### config.mk
export PLATFORM = sky130hd
export DESIGN_NAME = prio_enc_arb
export DESIGN_NICKNAME = d
export VERILOG_FILES = /design/src/rtl/prio_enc_arb.sv
export SDC_FILE = /design/constraint.sdc
export NUM_CORES = 1
export LEC_CHECK = 0
export ABC_AREA = 1
export CORE_ASPECT_RATIO = 1.2
export CORE_MARGIN = 10
export CORE_UTILIZATION = 34
export DETAILED_ROUTE_END_ITERATION = 7
export GPL_ROUTABILITY_DRIVEN = 0
export MAX_ROUTING_LAYER = met4
export PLACE_DENSITY_LB_ADDON = 0.12
export SLEW_MARGIN = 20
export SYNTH_ARGS = -nofsm -noshare
export SYNTH_HDL_FRONTEND = slang
export SYNTH_SLANG_ARGS = --single-unit
### constraint.sdc
create_clock -name clk -period 1.3 [get_ports clk]
set_clock_uncertainty 0.1 [all_clocks]
set_input_delay 0.26 -clock clk [delete_from_list [all_inputs] [get_ports clk]]
set_output_delay 0.26 -clock clk [all_outputs]
set_load 0.005 [all_outputs]
### src/rtl/prio_enc_arb.sv
// Registered N-input priority encoder with sticky request latching, masking and a valid/ready output.
// Define PRIO_ENC_RR_EN for round-robin arbitration; the default is fixed highest-index-first priority.
module prio_enc_arb #(
  parameter int N = 8,
  localparam int W = $clog2(N)
) (
  input  logic         clk,
  input  logic         rst_n,
  input  logic [N-1:0] req,
  input  logic [N-1:0] mask,
  output logic [W-1:0] idx_o,
  output logic         valid_o,
  input  logic         ready_i,
  output logic [N-1:0] pend_o
);

  logic [N-1:0] pend;
  logic [N-1:0] clr;
  logic [N-1:0] nxt_pend;
  logic [N-1:0] cand;
  logic         accept;
  logic         load;

`ifdef PRIO_ENC_RR_EN
  logic [W-1:0] last;
  logic [W-1:0] last_eff;

  // Search last-1, last-2, ... wrapping, ending at last; nearest hit wins.
  function automatic logic [W-1:0] pick(input logic [N-1:0] c, input logic [W-1:0] base);
    logic [W-1:0] win;
    win = '0;
    for (int k = N; k >= 1; k--) begin
      int j;
      j = (int'(base) + N - k) % N;
      if (c[j]) win = W'(j);
    end
    return win;
  endfunction
`else
  function automatic logic [W-1:0] pick(input logic [N-1:0] c);
    logic [W-1:0] win;
    win = '0;
    for (int j = 0; j < N; j++) begin
      if (c[j]) win = W'(j);
    end
    return win;
  endfunction
`endif

  assign accept = valid_o && ready_i;
  assign load   = !valid_o || ready_i;

  always_comb begin
    clr = '0;
    if (accept) clr[idx_o] = 1'b1;
  end

  // Set wins over clear so a re-request in the accepting cycle is never lost.
  assign nxt_pend = (pend & ~clr) | req;
  assign cand     = nxt_pend & mask;
  assign pend_o   = pend;

`ifdef PRIO_ENC_RR_EN
  // The accepting edge already counts as the new 'last' for the next pick.
  assign last_eff = accept ? idx_o : last;

  always_ff @(posedge clk or negedge rst_n) begin
    if (!rst_n) begin
      last <= '0;
    end else if (accept) begin
      last <= idx_o;
    end
  end
`endif

  // Pending register stage
  always_ff @(posedge clk or negedge rst_n) begin
    if (!rst_n) begin
      pend <= '0;
    end else begin
      pend <= nxt_pend;
    end
  end

  // Output stage: holds while presented and not accepted
  always_ff @(posedge clk or negedge rst_n) begin
    if (!rst_n) begin
      valid_o <= 1'b0;
      idx_o   <= '0;
    end else if (load) begin
      valid_o <= |cand;
`ifdef PRIO_ENC_RR_EN
      idx_o   <= pick(cand, last_eff);
`else
      idx_o   <= pick(cand);
`endif
    end
  end

endmodule
# After elaboration in Yosys (flattened, before gate mapping)
# Index checks and enable logic that the tools add are counted.
[op_classes] mux=10 n_reduce_logical=5 magnitude_cmp=2 bitwise_logic=4
[op_table] operator="3-bit two-way mux" count=6
[op_table] operator="8-bit bitwise AND" count=2
[op_table] operator="8-bit two-way mux" count=1
[op_table] operator="8-bit NOT" count=1
[op_table] operator="8-bit bitwise OR" count=1
[op_table] operator="8-bit OR reduction" count=1
[op_table] operator="3-bit by 4-bit < comparator with 1-bit output (second input constant)" count=1
[op_table] operator="1-bit demux with 3-bit select" count=1
[op_table] operator="3-bit by 1-bit >= comparator with 1-bit output (second input constant)" count=1
[op_table] operator="1-bit logical AND" count=2
[op_table] operator="1-bit two-way mux" count=2
[op_table] operator="1-bit zero test" count=1
[op_table] operator="1-bit logical OR" count=1
[word_totals] register_bits=12

# Depth between registers and ports, before layout
# Gate-level depths: netlist of run 1.
[logic_depth] depth_word=16 mapped_depth=12

# Worst setup path after synthesis of run 1
# Ideal clock, no wire load.
[synth_timing] kind="flip-flop to flip-flop" start="reg valid_o" end="reg valid_o" arrival_time_ns=1.128 stages_incl_launch_ff=10 required_time_ns=1.074 slack_ns=-0.055 path_buffers=0 setup_time_ns=0.126 path_cell_list="dfrtp_1 > nand2_2 > nor2_4 > inv_2 > o21ai_2 > nand2_2 > a21oi_4 > nand2_2 > nor2_2 > nand2_1"
[synth_via] elab_chain_cells=7
[synth_rtl] element="from (decl)" line="12" rtl="output logic valid_o,"
[synth_rtl] element="from (signal assigned)" line="91" rtl="valid_o <= |cand;"
[synth_rtl] element="1-bit logical AND" line="50" rtl="assign accept = valid_o && ready_i;"
[synth_rtl] element="8-bit two-way mux" line="55" rtl="if (accept) clr[idx_o] = 1'b1;"
[synth_rtl] element="8-bit NOT" line="59" rtl="assign nxt_pend = (pend & ~clr) | req;"
[synth_rtl] element="8-bit bitwise AND" line="59"
[synth_rtl] element="8-bit bitwise OR" line="59"
[synth_rtl] element="net nxt_pend[7]" line="19" rtl="logic [N-1:0] nxt_pend;"
[synth_rtl] element="8-bit bitwise AND" line="60" rtl="assign cand = nxt_pend & mask;"
[synth_rtl] element="8-bit OR reduction" line="91"
# The timed path passes the listed nets, and every way through them passes these cells.
# A chain may end at the register's enable or synchronous reset.

# Final worst setup path of run 1
# Same ends and word-level chain as after synthesis.

==> summary.md, run 1 <==
| Metric | Value |
|---|---|
| Simple-Gate Fraction of Synth Area | 29.1% |
| Placed inst area | 982 µm² |
| IO Port Bufs | 30 |
| Die Y | 66.6 µm |
| Register area | 300 µm² |
| Fin crit period | 1560 ps |
| CTS Root Cell | clkbuf_4 |
| Vias per cell | 4.57 |
| Status | complete, but fails checks |
| Largest net degree at the start of global routing | 13 |
| Drt drc | 0 |
| Period utilisation layout | 120% |
| Syn Area/Cell | 8.08 µm² |
| Post-detail-place hpwl | 1.49 mm |
| Sink Count | 12 |
| Flop2flop setup slack | -260 ps |
| Final setup viols | 6 |
| Std-Cell Core Area | 1680 µm² |
| Area leader, netlist | dfrtp_1 |
| Crit path buf inv count | 2 |
| Total GRT Usage | 10.2% |
| Cell Area, Synth | 614 µm² |
| # diodes | 0 |
| Post-synthesis compound-gate area fraction | 14.1% |
| Fillers | 147 |
| Startpoint Class | flip-flop |
| RSZ-0062 raised after global routing | yes |
| Placed Cells | 130 |
| Rel. slew slack | 81.5% |
| CP cell instances | buf_6 -> nand2_4 -> nor2_4 -> inv_2 -> o21ai_2 -> nand2_2 -> a21oi_4 -> nand2_2 -> nor2_4 -> nand2_1 |
| Worst slack, placed | -541 ps |
| Final Hold Viols | 0 |
| Final wirelength | 1.96 mm |
| Worst-path clk slew | 90 ps |
| DR WL/cell | 13.5 µm |
| Syn. warnings | 0 |
| Clock latency on the worst-skew pair | 280 ps |
| Pleak | 0.523 nW |
| Yosys cell types | 17 |
| DR vias | 663 |
| WS Path Type | flip-flop to flip-flop |
| Synth top area cells | dfrtp_1 49%, nand2_1 14%, inv_1 5.5% |
| Post-synth top area share | 48.9% |
| Xor/xnor cell area share of the yosys netlist | 0% |
| First DRT Iteration DRCs | 16 |
| Boundary pin count | 31 |
| R2r worst-path depth | 10 |
| Arrival time worst endpoint | 1620 ps |
| Yosys reg bits | 12 |
| Worst EP required | 1360 ps |
| Largest family of logic cells by synthesized area | simple AND/OR/NAND/NOR gates |
| Proportion of synthesized area in mux cells | 0% |
| Remaining antenna violation count | 0 |
| FP Rows | 16 |
| Syn-to-layout area delta | 87.2% |
| Remaining global-route overflow | 0 |
| Sequential-to-total area share from yosys stat | 48.9% |
| Final WS setup | -258 ps |
| Final Max Tran Viols | 0 |
| Post-Syn Nets | 95 |
| Final #Nets | 147 |
| Initial core utilization | 36.5% |
| Critical path endpoint category | flip-flop |
| Die area | 3910 µm² |
| Post-Layout Cell Count | 145 |
| Post-synthesis adder-cell area fraction | 0% |
| Critical R2R Capture | valid_o |
| Most frequent cells in the layout | 17 x clkdlybuf4s50_1, 15 x nand2_2, 14 x buf_4 |
| Worst vdd ir | 0.578 mV |
| Design Area, Final | 1150 µm² |
| TritonCTS clock tree | done |
| Class of the worst hold path | primary input to async pin |
| Slowest cell on crit path | dfrtp_1 |
| Slowest stage delay, CP | 390 ps |
| Footprint of the multi-input gates | 312 µm² |
| Clock buffer depth | 2 |
| Initial antenna violation count | 0 |
| Clock buffer count from CTS | 3 |
| Most common cell after layout, fill and taps aside | clkdlybuf4s50_1 |
| Layout cell share with drive strength beyond 1 | 42.5% |
| Pwr dens | 897 nW/µm² |
| Failing checks | negative setup slack |
| H-tree depth | 1 |
| Hold buffers post-CTS | 0 |
| PnR Total Power | 0.00103 W |
| Worst flop-to-flop path startpoint | valid_o |
| Vias in the first global route | 729 |
| Cell depth of the worst setup path | 10 |
| Syn Inst Count | 76 |
| Worst Path Max Fanout | 3 |
| Maximum Capacitance Violations | 0 |
| Horiz. Die Dim | 58.8 µm |
| First-pass GRT wire length | 3.03 mm |
| Tightest Pin Transition | 276 ps |
| CP top delay family | simple AND/OR/NAND/NOR gates |
| Fmax | 642 MHz |
| DR pass1 iterations | 3 |
[state kept, by name, indices dropped and copies added, names as in the netlist]
| signal | cells |
|---|---|
| idx_o | 3 |
| pend_o | 8 |
| valid_o | 1 |
[per-layer routing]
| metal | global-route usage [%] | wire [µm] |
|---|---|---|
| met1 | 10.1 | 775 |
| met2 | 17.2 | 1020 |
| met3 | 3.42 | 153 |
| met4 | 5.17 | 13 |
| met5 | - | 0 |
[cell usage after synthesis, drive strengths merged]
master and count:
dfrtp 12, a31oi 1, nand2 28, a21o 2
a21oi 3, nand3 3, inv 13, nor2 9
o21ai 4, a211oi 1
[cell families after synthesis]
kind of cell / after synthesis
simple gates: 40
buf+inv: 13
flops: 12
compound gates: 11
[per-stage QoR]
stage | hold slack [ps] | util, % | setup TNS [ps]
final | 173 | 68.4 | -994
after global routing | 195 | 68.4 | -1540
after CTS | 181 | 64.5 | -1000
after detailed placement | 389 | 58.4 | -3050
after global placement | 389 | 58.4 | -2780
after floorplan | -136 | - | -95.5
[power by group]
group | leakage (nW) | total [W] | internal (W) | switching [W]
sequential | 0.112 | 0.000409 | 0.000396 | 0.0000133
clock | 0.0210 | 0.000305 | 0.000170 | 0.000135
combinational | 0.391 | 0.000317 | 0.000175 | 0.000142
[area by class of cell]
| cell class | instances | area share [%] |
|---|---|---|
| Timing Repair Buffer | 47 | 37.2 |
| Multi-Input combinational cell | 51 | 27.1 |
| Sequential cell | 12 | 26.1 |
| Inverter | 13 | 4.46 |
| Clock buffer | 4 | 3.16 |
| Tap cell | 18 | 1.96 |
[worst max path at each step]
stage / slack, ps / end / startpoint
finish: -260 / valid_o / valid_o
global route: -350 / valid_o / valid_o
CTS: -230 / valid_o / valid_o
detailed placement: -540 / valid_o / ready_i
global placement: -490 / valid_o / ready_i
floorplan: -50 / valid_o / valid_o
[what timing repair did]
item | CTS | global route
endpoints found under the hold margin | 0 | 0
buffers inserted | 10 | 4
gates cloned | 0 | 0
pin swaps | 4 | 5
setup endpoints to repair | 16 | 15
gates resized for setup | 31 | 20
(Power assumes the default switching activity.)
==> run 2, diff against run 1 <==
Settings changed: ABC_AREA 1 to unset, CORE_UTILIZATION 34 to 35.
==> run 2 against run 1 <==
Net effect:
- the run still ends with negative setup slack left
- global-route usage up 3.7 points
- via count up 18%
- routed wire length is 41% higher
- utilization rose by 14 points
- largest cell class unchanged
- flip-flop and latch count stayed put
==> summary.md, run 2 <==
| Metric | Value |
|---|---|
| Routed wl met2 | 1.49 mm (was 1.02 mm) |
| Startpoint Class | flip-flop (unchanged) |
| Total GRT Usage | 13.9% (was 10.2%) |
| Post-Syn Nets | 81 (was 95) |
| Boundary pin count | 31 (unchanged) |
| Xor/xnor cell area share of the yosys netlist | 0% (unchanged) |
| WL met3 | 134 µm (was 153 µm) |
| Most common cell after layout, fill and taps aside | buf_6 (was clkdlybuf4s50_1) |
| Die Y | 67.0 µm (was 66.6 µm) |
| IO Port Bufs | 30 (unchanged) |
| Syn-to-layout area delta | 115% (was 87.2%) |
| Post-detail-place hpwl | 1.84 mm (was 1.49 mm) |
| Status | complete, but fails checks (unchanged) |
| Pwr dens | 880 nW/µm² (was 897 nW/µm²) |
| Sequential-to-total area share from yosys stat | 46.7% (was 48.9%) |
| First DRT Iteration DRCs | 23 (was 16) |
| Final Hold Viols | 0 (unchanged) |
| DR pass1 iterations | 4 (was 3) |
| Final Max Tran Viols | 0 (unchanged) |
| Period utilisation layout | 153% (was 120%) |
| Post-synthesis compound-gate area fraction | 29.4% (was 14.1%) |
| TritonCTS clock tree | done (unchanged) |
| Syn Inst Count | 62 (was 76) |
| H-tree depth | 1 (unchanged) |
| Critical R2R Capture | valid_o (unchanged) |
| FP Rows | 16 (unchanged) |
| Syn. warnings | 0 (unchanged) |
| Yosys cell types | 24 (was 17) |
| R2r worst-path depth | 5 (was 10) |
| Ys flop type | dfrtp_1 (unchanged) |
| Largest family of logic cells by synthesized area | compound AO/OA/AOI/OAI gates (was simple AND/OR/NAND/NOR gates) |
| Proportion of synthesized area in mux cells | 0% (unchanged) |
| WS Path Type | flip-flop to flip-flop (unchanged) |
| Uppermost layer routed | met4 (unchanged) |
| Maximum Capacitance Violations | 0 (unchanged) |
| DR WL/cell | 19.3 µm (was 13.5 µm) |
| Vias per cell | 5.44 (was 4.57) |
| Rel. slew slack | 82.6% (was 81.5%) |
| Initial core utilization | 38.2% (was 36.5%) |
| RSZ-0062 raised after global routing | yes (unchanged) |
| Crit path from | idx_o[2] (was valid_o) |
| Class of the worst hold path | primary input to async pin (unchanged) |
| Worst Path Max Fanout | 5 (was 3) |
| Switch Pwr | 0.000369 W (was 0.000291 W) |
| Post-synth top area share | 46.7% (was 48.9%) |
| Post-synthesis adder-cell area fraction | 0% (unchanged) |
| Simple-Gate Fraction of Synth Area | 22.8% (was 29.1%) |
| Failing checks | negative setup slack (unchanged) |
| # diodes | 0 (unchanged) |
| Final setup viols | 12 (was 6) |
| Placed Cells | 132 (was 130) |
| Top-count cell post-synth | dfrtp_1 (was nand2_1) |
| Worst flop-to-flop path startpoint | idx_o[2] (was valid_o) |
| Fin crit period | 1990 ps (was 1560 ps) |
| Flop2flop setup slack | -690 ps (was -260 ps) |
| Most frequent cells in the layout | 21 x buf_6, 18 x buf_4, 17 x clkdlybuf4s50_1 (was 17 x clkdlybuf4s50_1, 15 x nand2_2, 14 x buf_4) |
| Critical path endpoint category | flip-flop (unchanged) |
| Max FFs per register | 8 (unchanged) |
| Cell Area, Synth | 643 µm² (was 614 µm²) |
| Final #Nets | 146 (was 147) |
| Yosys reg bits | 12 (unchanged) |
| Clock buffer count from CTS | 3 (unchanged) |
| Worst vdd ir | 0.630 mV (was 0.578 mV) |
| Worst EP required | 1360 ps (about the same) |
| Arrival time worst endpoint | 2050 ps (was 1620 ps) |
| Drt drc | 0 (unchanged) |
| Largest net degree at the start of global routing | 13 (unchanged) |
| PnR Total Power | 0.00122 W (was 0.00103 W) |
| Final WS setup | -690 ps (was -258 ps) |
| P_int | 0.000848 W (was 0.000741 W) |
| M1 wire length | 1.05 mm (was 775 µm) |
| Layout cell share with drive strength beyond 1 | 53.2% (was 42.5%) |
| DR vias | 784 (was 663) |
| Clock buffer depth | 2 (unchanged) |
| Worst slack, placed | -1080 ps (was -541 ps) |
| Design Area, Final | 1380 µm² (was 1150 µm²) |
| CTS Root Cell | clkbuf_4 (unchanged) |
| Post-synth EDFFs | 0 (unchanged) |
| Synth top cells by count | 12 x dfrtp_1, 9 x nand2b_1, 8 x o21ai_0 (was 23 x nand2_1, 12 x dfrtp_1, 9 x inv_1) |
| Tightest Pin Transition | 258 ps (was 276 ps) |
| Horiz. Die Dim | 59.1 µm (was 58.8 µm) |
| Remaining antenna violation count | 0 (unchanged) |
| Synth top area cells | dfrtp_1 47%, nand2b_1 8.8%, o21ai_0 6.2% (was dfrtp_1 49%, nand2_1 14%, inv_1 5.5%) |
| Remaining global-route overflow | 0 (unchanged) |
| Async set or reset register ratio after synthesis | 100% (unchanged) |
| Placed inst area | 1150 µm² (was 982 µm²) |
| Final wirelength | 2.77 mm (was 1.96 mm) |
| Die area | 3960 µm² (was 3910 µm²) |
| Area leader, netlist | dfrtp_1 (unchanged) |
| Part of the power in registers | 35.8% (was 39.6%) |
| Initial antenna violation count | 0 (unchanged) |
| Clock latency on the worst-skew pair | 280 ps (about the same) |
| Fmax | 502 MHz (was 642 MHz) |
| Std-Cell Core Area | 1680 µm² (unchanged) |
| Sink Count | 12 (unchanged) |
| Syn Area/Cell | 10.4 µm² (was 8.08 µm²) |
| Vias in the first global route | 866 (was 729) |
| Pleak | 0.563 nW (was 0.523 nW) |
| Combinational share of power | 39.0% (was 30.8%) |
| Switch share | 30.3% (was 28.2%) |
| Sum Neg Setup Slack | -3200 ps (was -994 ps) |
| Post-Layout Cell Count | 144 (was 145) |
| Worst-path clk slew | 80 ps (was 90 ps) |
| Clock share of power | 25.2% (was 29.6%) |
| First-pass GRT wire length | 4.18 mm (was 3.03 mm) |
==> run 2: cells by family (layout without fill, tap and decap cells) <==
| kind of cell | after synthesis | in the layout |
|---|---|---|
| AND/OR/NAND/NOR | 22 | 22 |
| AO/OA/AOI/OAI | 26 | 26 |
| flip-flops | 12 | 12 |
| buffers and inverters | 2 | 66 |
==> run 2: cell type report <==
type	count	area, µm²
timing repair buffer	60	576
multi-input combinational	48	438
sequential	12	303
fill	105	299
clock buffer	4	36.3
tap	18	22.5
inverter	2	7.51
==> run 2: stage by stage <==
step | util (%) | hold slack (ps)
floorplan | - | -136
global placement | 68.2 | 413
detailed placement | 68.2 | 425
CTS | 78.8 | 187
global route | 82.2 | 205
finish | 82.2 | 185
==> run 2: how the worst max path moves through the flow <==
stage / endpoint / slack (ps) / depth (start not counted)
final: valid_o / -690 / 5
after global routing: idx_o[1] / -740 / 7
after CTS: valid_o / -630 / 4
after detailed placement: valid_o / -1080 / 6
after global placement: valid_o / -1000 / 6
after floorplan: valid_o / -620 / 4
==> run 2: what timing repair did <==
| item | in CTS | in global routing |
|---|---|---|
| setup endpoints to repair | 19 | 19 |
| gates resized for setup | 70 | 16 |
| hold endpoints to repair | 0 | 0 |
| buffers inserted | 11 | 4 |
| pin swaps | 4 | 0 |
| hold buffers | 0 | 0 |
==> run 2: power by group through the flow <==
stage / clock, W / combinational (W) / sequential, W
after global placement: 0 / 0.000340 / 0.000437
final: 0.000307 / 0.000474 / 0.000436
after CTS: 0.000308 / 0.000426 / 0.000432
after floorplan: 0 / 0.000107 / 0.000440
after global routing: 0.000330 / 0.000498 / 0.000440
after detailed placement: 0 / 0.000345 / 0.000439
==> run 2: worst max-delay path, stage by stage (launching register included) <==
cell and delay, ps:
dfrtp_1 420, nand3_4 160, o31ai_4 240, a21boi_2 100
or4_4 560, a2111o_1 300
==> run 2: per-layer routing <==
metal  vias up  track usage (%)
li1        364                -
met1       382             14.1
met2        29             24.3
met3         9             2.85
met4         0             6.90
met5         -                -
==> edit 1: new RTL, flow settings as in run 1 <==
Add a define of `PRIO_ENC_RR_EN`.
--- a/src/rtl/prio_enc_arb.sv
+++ b/src/rtl/prio_enc_arb.sv
@@ -1,5 +1,7 @@
 // Registered N-input priority encoder with sticky request latching, masking and a valid/ready output.
 // Define PRIO_ENC_RR_EN for round-robin arbitration; the default is fixed highest-index-first priority.
+`define PRIO_ENC_RR_EN
+
 module prio_enc_arb #(
   parameter int N = 8,
   localparam int W = $clog2(N)
Function: changed (a bounded check fails within 4 cycles, from zero or initial values and one cycle with rst_n low).
==> edit 1 against run 1 <==
  * The flow still finishes with violations (negative setup slack)
  * Power rose to 5.4 times the old value
  * Sequential share of layout area decreased by 9.0 points
  * Setup slack got worse by 0.67 ns
  * Final cell count up 130%
  * Sequential cell count grew 3
  * First-iteration DRC count grew to 4.8 times the old value
  * Wire length is 120% higher
  * Area after synthesis up 110%
  * Cell area grew 92%
  * Largest cell class is now multi-input combinational cells
  * Highest routed layer unchanged
==> edit 1: results (changes against run 1) <==
[metrics] number of violations reported at the end of detailed-routing iteration 0: 77 (was 16)
[metrics] detailed-routing iteration count for the pre-antenna-repair pass: 4 (was 3)
[metrics] via count of the first global-routing pass: 1,588 (was 729)
[metrics] aggregate negative setup slack: -3.82 ns (was -0.994 ns)
[metrics] leakage power: 1.14 nW (was 0.523 nW)
[metrics] half-perimeter wire length of the detailed placement result: 3.40 mm (was 1.49 mm)
[metrics] wire length on met2: 2.22 mm (was 1.02 mm)
[metrics] count of final setup violators: 9 (was 6)
[metrics] Yosys cell types: 24 (was 17)
[metrics] Peak supply drop: 0.00139 V (was 0.000578 V)
[metrics] amount of wire on met3 after detailed routing: 110 µm (was 153 µm)
[metrics] final-layout worst hold slack: 0.239 ns (was 0.173 ns)
[metrics] area fraction in compound gates after synthesis: 0.0963 (was 0.141)
[metrics] violated checks: negative setup slack (unchanged)
[metrics] WL met1: 1.95 mm (was 775 µm)
[metrics] largest fanout on the critical path: 4 (was 3)
[metrics] pin count of the biggest net entering global routing: 16 (was 13)
[metrics] final cell count without fillers: 333 (was 145)
[metrics] fin worst setup slack: -0.925 ns (was -0.258 ns)
[metrics] run status: finished with violations (unchanged)
[metrics] Clk Latency, worst-skew pair: 0.24 ns (was 0.28 ns)
[metrics] total wire length after detailed routing: 4.38 mm (was 1.96 mm)
[metrics] max incr delay on CP: 0.41 ns (was 0.39 ns)
[metrics] wire length of the first global-routing pass: 7.15 mm (was 3.03 mm)
[metrics] worst flop-to-flop path endpoint: idx_o[0] (was valid_o)
[metrics] max-slew headroom at the worst pin: 0.843 (was 0.815)
[metrics] share of the yosys chip area belonging to registers: 0.289 (was 0.489)
[metrics] clock-pin transition on the worst setup and hold timing paths: 0.06 ns (was 0.09 ns)
[metrics] number of cells on the worst reg-to-reg path: 20 (was 10)
[metrics] met1 Use GR: 0.139 (was 0.101)
[metrics] global routing met3 resource utilization: 0.0102 (was 0.0342)
[metrics] xor and xnor fraction of the mapped netlist area: 0.0260 (was 0)
[metrics] fraction of final layout cells sized beyond drive strength 1: 0.345 (was 0.425)
[metrics] Synth Area in Adders: 0.0193 (was 0)
[metrics] dpl cells: 322 (was 130)
[metrics] Cell Area, Placed: 1960 µm² (was 982 µm²)
[metrics] pre-CTS setup slack: -1.43 ns (was -0.541 ns)
[metrics] leading cell types by total area after synthesis: dfrtp_1 29%, nand3_1 20%, nand2_1 18%, inv_1 9.2%, a21oi_1 2.7% (was dfrtp_1 49%, nand2_1 14%, inv_1 5.5%, nand2_2 5.1%, nor2_1 3.7%)
[metrics] cell chosen for the clock root: clkbuf_8 (was clkbuf_4)
[edit 1: worst max-delay path by stage]
| stage | start | endpoint | slack, ns | cells after the start |
|---|---|---|---|---|
| floorplan | valid_o | idx_o[0] | -1.04 | 21 |
| global placement | ready_i | idx_o[0] | -1.43 | 21 |
| detailed placement | ready_i | idx_o[0] | -1.43 | 21 |
| CTS | valid_o | idx_o[0] | -0.92 | 21 |
| global route | idx_o[1] | idx_o[1] | -1.15 | 21 |
| finish | valid_o | idx_o[0] | -0.93 | 20 |
[edit 1: repair_timing]
item / 4_1_cts / 5_1_grt
pin swaps: 4 / 3
resized for setup: 47 / 22
setup buffers: 6 / 2
setup endpoints to repair: 26 / 14
[edit 1: area by class of cell]
cell class / count / area, µm²
fillers: 382 / 1460
inverters: 37 / 144
multi-input cells: 152 / 930
well taps: 52 / 65.1
repair buffers: 73 / 644
clock buffers: 4 / 45.0
flip-flops and latches: 15 / 377
[edit 1: worst register-to-register path, stage by stage, from the launching register on]
cell	delay, ns
dfrtp_1	0.41
nand2_4	0.09
inv_4	0.04
or2_4	0.23
o21ai_4	0.08
inv_2	0.08
ha_4	0.18
xor2_4	0.17
nand3_2	0.13
nand2_2	0.11
inv_2	0.05
nand2_2	0.05
nand2_2	0.04
nand2_2	0.04
nand2_1	0.04
nand2_1	0.05
nand2_1	0.04
nand2_1	0.05
nand2_1	0.05
nand2_1	0.05
nand2_1	0.04
[edit 1: power by group through the flow]
stage	Clock [W]	Sequential, W	Combinational, W
after floorplan	0	0.000718	0.00237
after global placement	0	0.000719	0.00385
after detailed placement	0	0.000717	0.00383
after CTS	0.000388	0.000718	0.00421
after global routing	0.000415	0.000736	0.00495
final	0.000373	0.000723	0.00445
==> edit 2: new RTL, config.mk and constraints of run 1 <==
Without the edit above. `N`: 8 -> 16.
--- a/src/rtl/prio_enc_arb.sv
+++ b/src/rtl/prio_enc_arb.sv
@@ -1,7 +1,7 @@
 // Registered N-input priority encoder with sticky request latching, masking and a valid/ready output.
 // Define PRIO_ENC_RR_EN for round-robin arbitration; the default is fixed highest-index-first priority.
 module prio_enc_arb #(
-  parameter int N = 8,
+  parameter int N = 16,
   localparam int W = $clog2(N)
 ) (
   input  logic         clk,
Interface: changed (resized idx_o, mask, pend_o and req); port bits go from 31 to 56. No check against the original RTL was run, so the function may have changed too.
==> edit 2 against run 1 <==
  * The flow still finishes with violations (negative setup slack)
  * Non-clock buffer count increased by 62
  * Wire length increased by 120%
  * Utilization increased by 4.8 points
  * Sequential cell count increased by 9
  * Count of clock-buffer cells in the layout decreased by 1
  * Global-route usage increased by 4.6 points
  * Sequential power increased by 71%
  * Setup slack got worse by 0.37 ns
  * Cell area increased by 95%
  * Die area increased by 50%
  * Area after synthesis increased by 77%
  * First-iteration DRC count increased by 44%
  * Power increased by 49%
==> edit 2: results (changes against run 1) <==
[metrics] final-layout worst hold slack: 0.165 ns (was 0.173 ns)
[metrics] number of nets in the layout: 292 (was 147)
[metrics] Cell Area, Placed: 1980 µm² (was 982 µm²)
[metrics] post-CTS repair timing setup buffer count: 14 (was 10)
[metrics] fin worst setup slack: -0.628 ns (was -0.258 ns)
[metrics] worst r2r src: idx_o[0] (was valid_o)
[metrics] net count of the mapped netlist: 178 (was 95)
[metrics] global routing usage summed across all routing layers: 0.147 (was 0.102)
[metrics] number of I/O port buffers: 55 (was 30)
[metrics] Peak supply drop: 0.000609 V (was 0.000578 V)
[metrics] clock-pin transition on the worst setup and hold timing paths: 0.13 ns (was 0.09 ns)
[metrics] largest fanout on the critical path: 4 (was 3)
[metrics] routed length per instance: 15.0 µm (was 13.5 µm)
[metrics] violated checks: negative setup slack (unchanged)
[metrics] share of the yosys chip area belonging to registers: 0.483 (was 0.489)
[metrics] leading cell types by total area after synthesis: dfrtp_1 48%, nand2_1 18%, inv_1 6.9%, o21ai_1 3.7%, nand2_2 3.5% (was dfrtp_1 49%, nand2_1 14%, inv_1 5.5%, nand2_2 5.1%, nor2_1 3.7%)
[metrics] run status: finished with violations (unchanged)
[metrics] worst flop-to-flop path endpoint: idx_o[0] (was valid_o)
[metrics] Yosys cell types: 20 (was 17)
[metrics] aggregate negative setup slack: -4.59 ns (was -0.994 ns)
[metrics] Clk Latency, worst-skew pair: 0.32 ns (was 0.28 ns)
[metrics] number of violations reported at the end of detailed-routing iteration 0: 23 (was 16)
[metrics] max-slew headroom at the worst pin: 0.823 (was 0.815)
[metrics] most used standard cells in the synthesized netlist: 51 x nand2_1, 21 x dfrtp_1, 20 x inv_1 (was 23 x nand2_1, 12 x dfrtp_1, 9 x inv_1)
[metrics] count of final setup violators: 20 (was 6)
## edit 2: cell count changes after synthesis, sizes merged, moves of 2 or more
| cell | before | now |
|---|---|---|
| nand2 | 28 | 57 |
| inv | 13 | 24 |
| dfrtp | 12 | 21 |
| o21ai | 4 | 11 |
| nand3 | 3 | 6 |
| a21oi | 3 | 5 |
## edit 2: worst max-delay path by stage
stage | start | endpoint | slack, ns | cells past startpoint
finish | idx_o[0] | idx_o[0] | -0.63 | 21
global route | valid_o | idx_o[0] | -0.85 | 19
CTS | valid_o | idx_o[0] | -0.57 | 19
detailed placement | ready_i | idx_o[0] | -0.94 | 20
global placement | ready_i | valid_o | -0.91 | 10
floorplan | idx_o[0] | idx_o[0] | -0.39 | 21
## edit 2: area by class of cell
| type | instances | area (µm²) | share of cell area |
|---|---|---|---|
| timing repair buffer | 109 | 973 | 0.435 |
| multi-input combinational | 98 | 571 | 0.255 |
| sequential | 21 | 528 | 0.236 |
| inverter | 24 | 92.6 | 0.0414 |
| tap | 36 | 45.0 | 0.0201 |
| clock buffer | 3 | 22.5 | 0.0101 |
| clock inverter | 1 | 5.00 | 0.00224 |
## edit 2: power by group through the flow
stage | logic [W] | registers [W] | clock network, W
2_1_floorplan | 0.000125 | 0.000713 | 0
3_3_place_gp | 0.000425 | 0.000707 | 0
3_5_place_dp | 0.000431 | 0.000708 | 0
4_1_cts | 0.000450 | 0.000698 | 0.000339
5_1_grt | 0.000544 | 0.000703 | 0.000370
6_report | 0.000500 | 0.000700 | 0.000333
## edit 2: kinds of logic after synthesis
kind of cell / count (synthesis) / synth area share
and+or+nand+nor: 75 / 0.293
buffers and inverters: 24 / 0.0828
DFF: 21 / 0.483
AOI/OAI and AO/OA: 23 / 0.140
## edit 2: critical path, cell delays in order (launching register included)
cell and delay [ns]:
dfrtp_1 0.44, inv_2 0.09, nand2_2 0.07, nor2_4 0.12, nand2_1 0.06, nand2_1 0.07, nand2_2 0.06, nand2_2 0.06
nand2_1 0.06, nand2_1 0.07, nand2_1 0.06, nand2_1 0.07, nand2_1 0.06, nand2_1 0.05, nand2_1 0.05, nand2_1 0.05
nand2_1 0.04, nand2_1 0.05, nand2_1 0.04, nand2_1 0.05, nand2_1 0.06, a21oi_2 0.10
## edit 2: layer usage
metal,vias up,routed length (µm),GRT usage
met5,-,0,-
met4,0,102,0.0581
met3,13,175,0.0253
met2,50,2290,0.269
met1,640,1810,0.154
li1,675,-,-
## edit 2: metrics by stage
| step | std cells | setup slack (ns) | util |
|---|---|---|---|
| after floorplan | 143 | -0.390 | - |
| after global placement | 271 | -0.909 | 0.649 |
| after detailed placement | 271 | -0.940 | 0.649 |
| after CTS | 286 | -0.570 | 0.699 |
| after global routing | 292 | -0.850 | 0.732 |
| final | 292 | -0.628 | 0.732 |
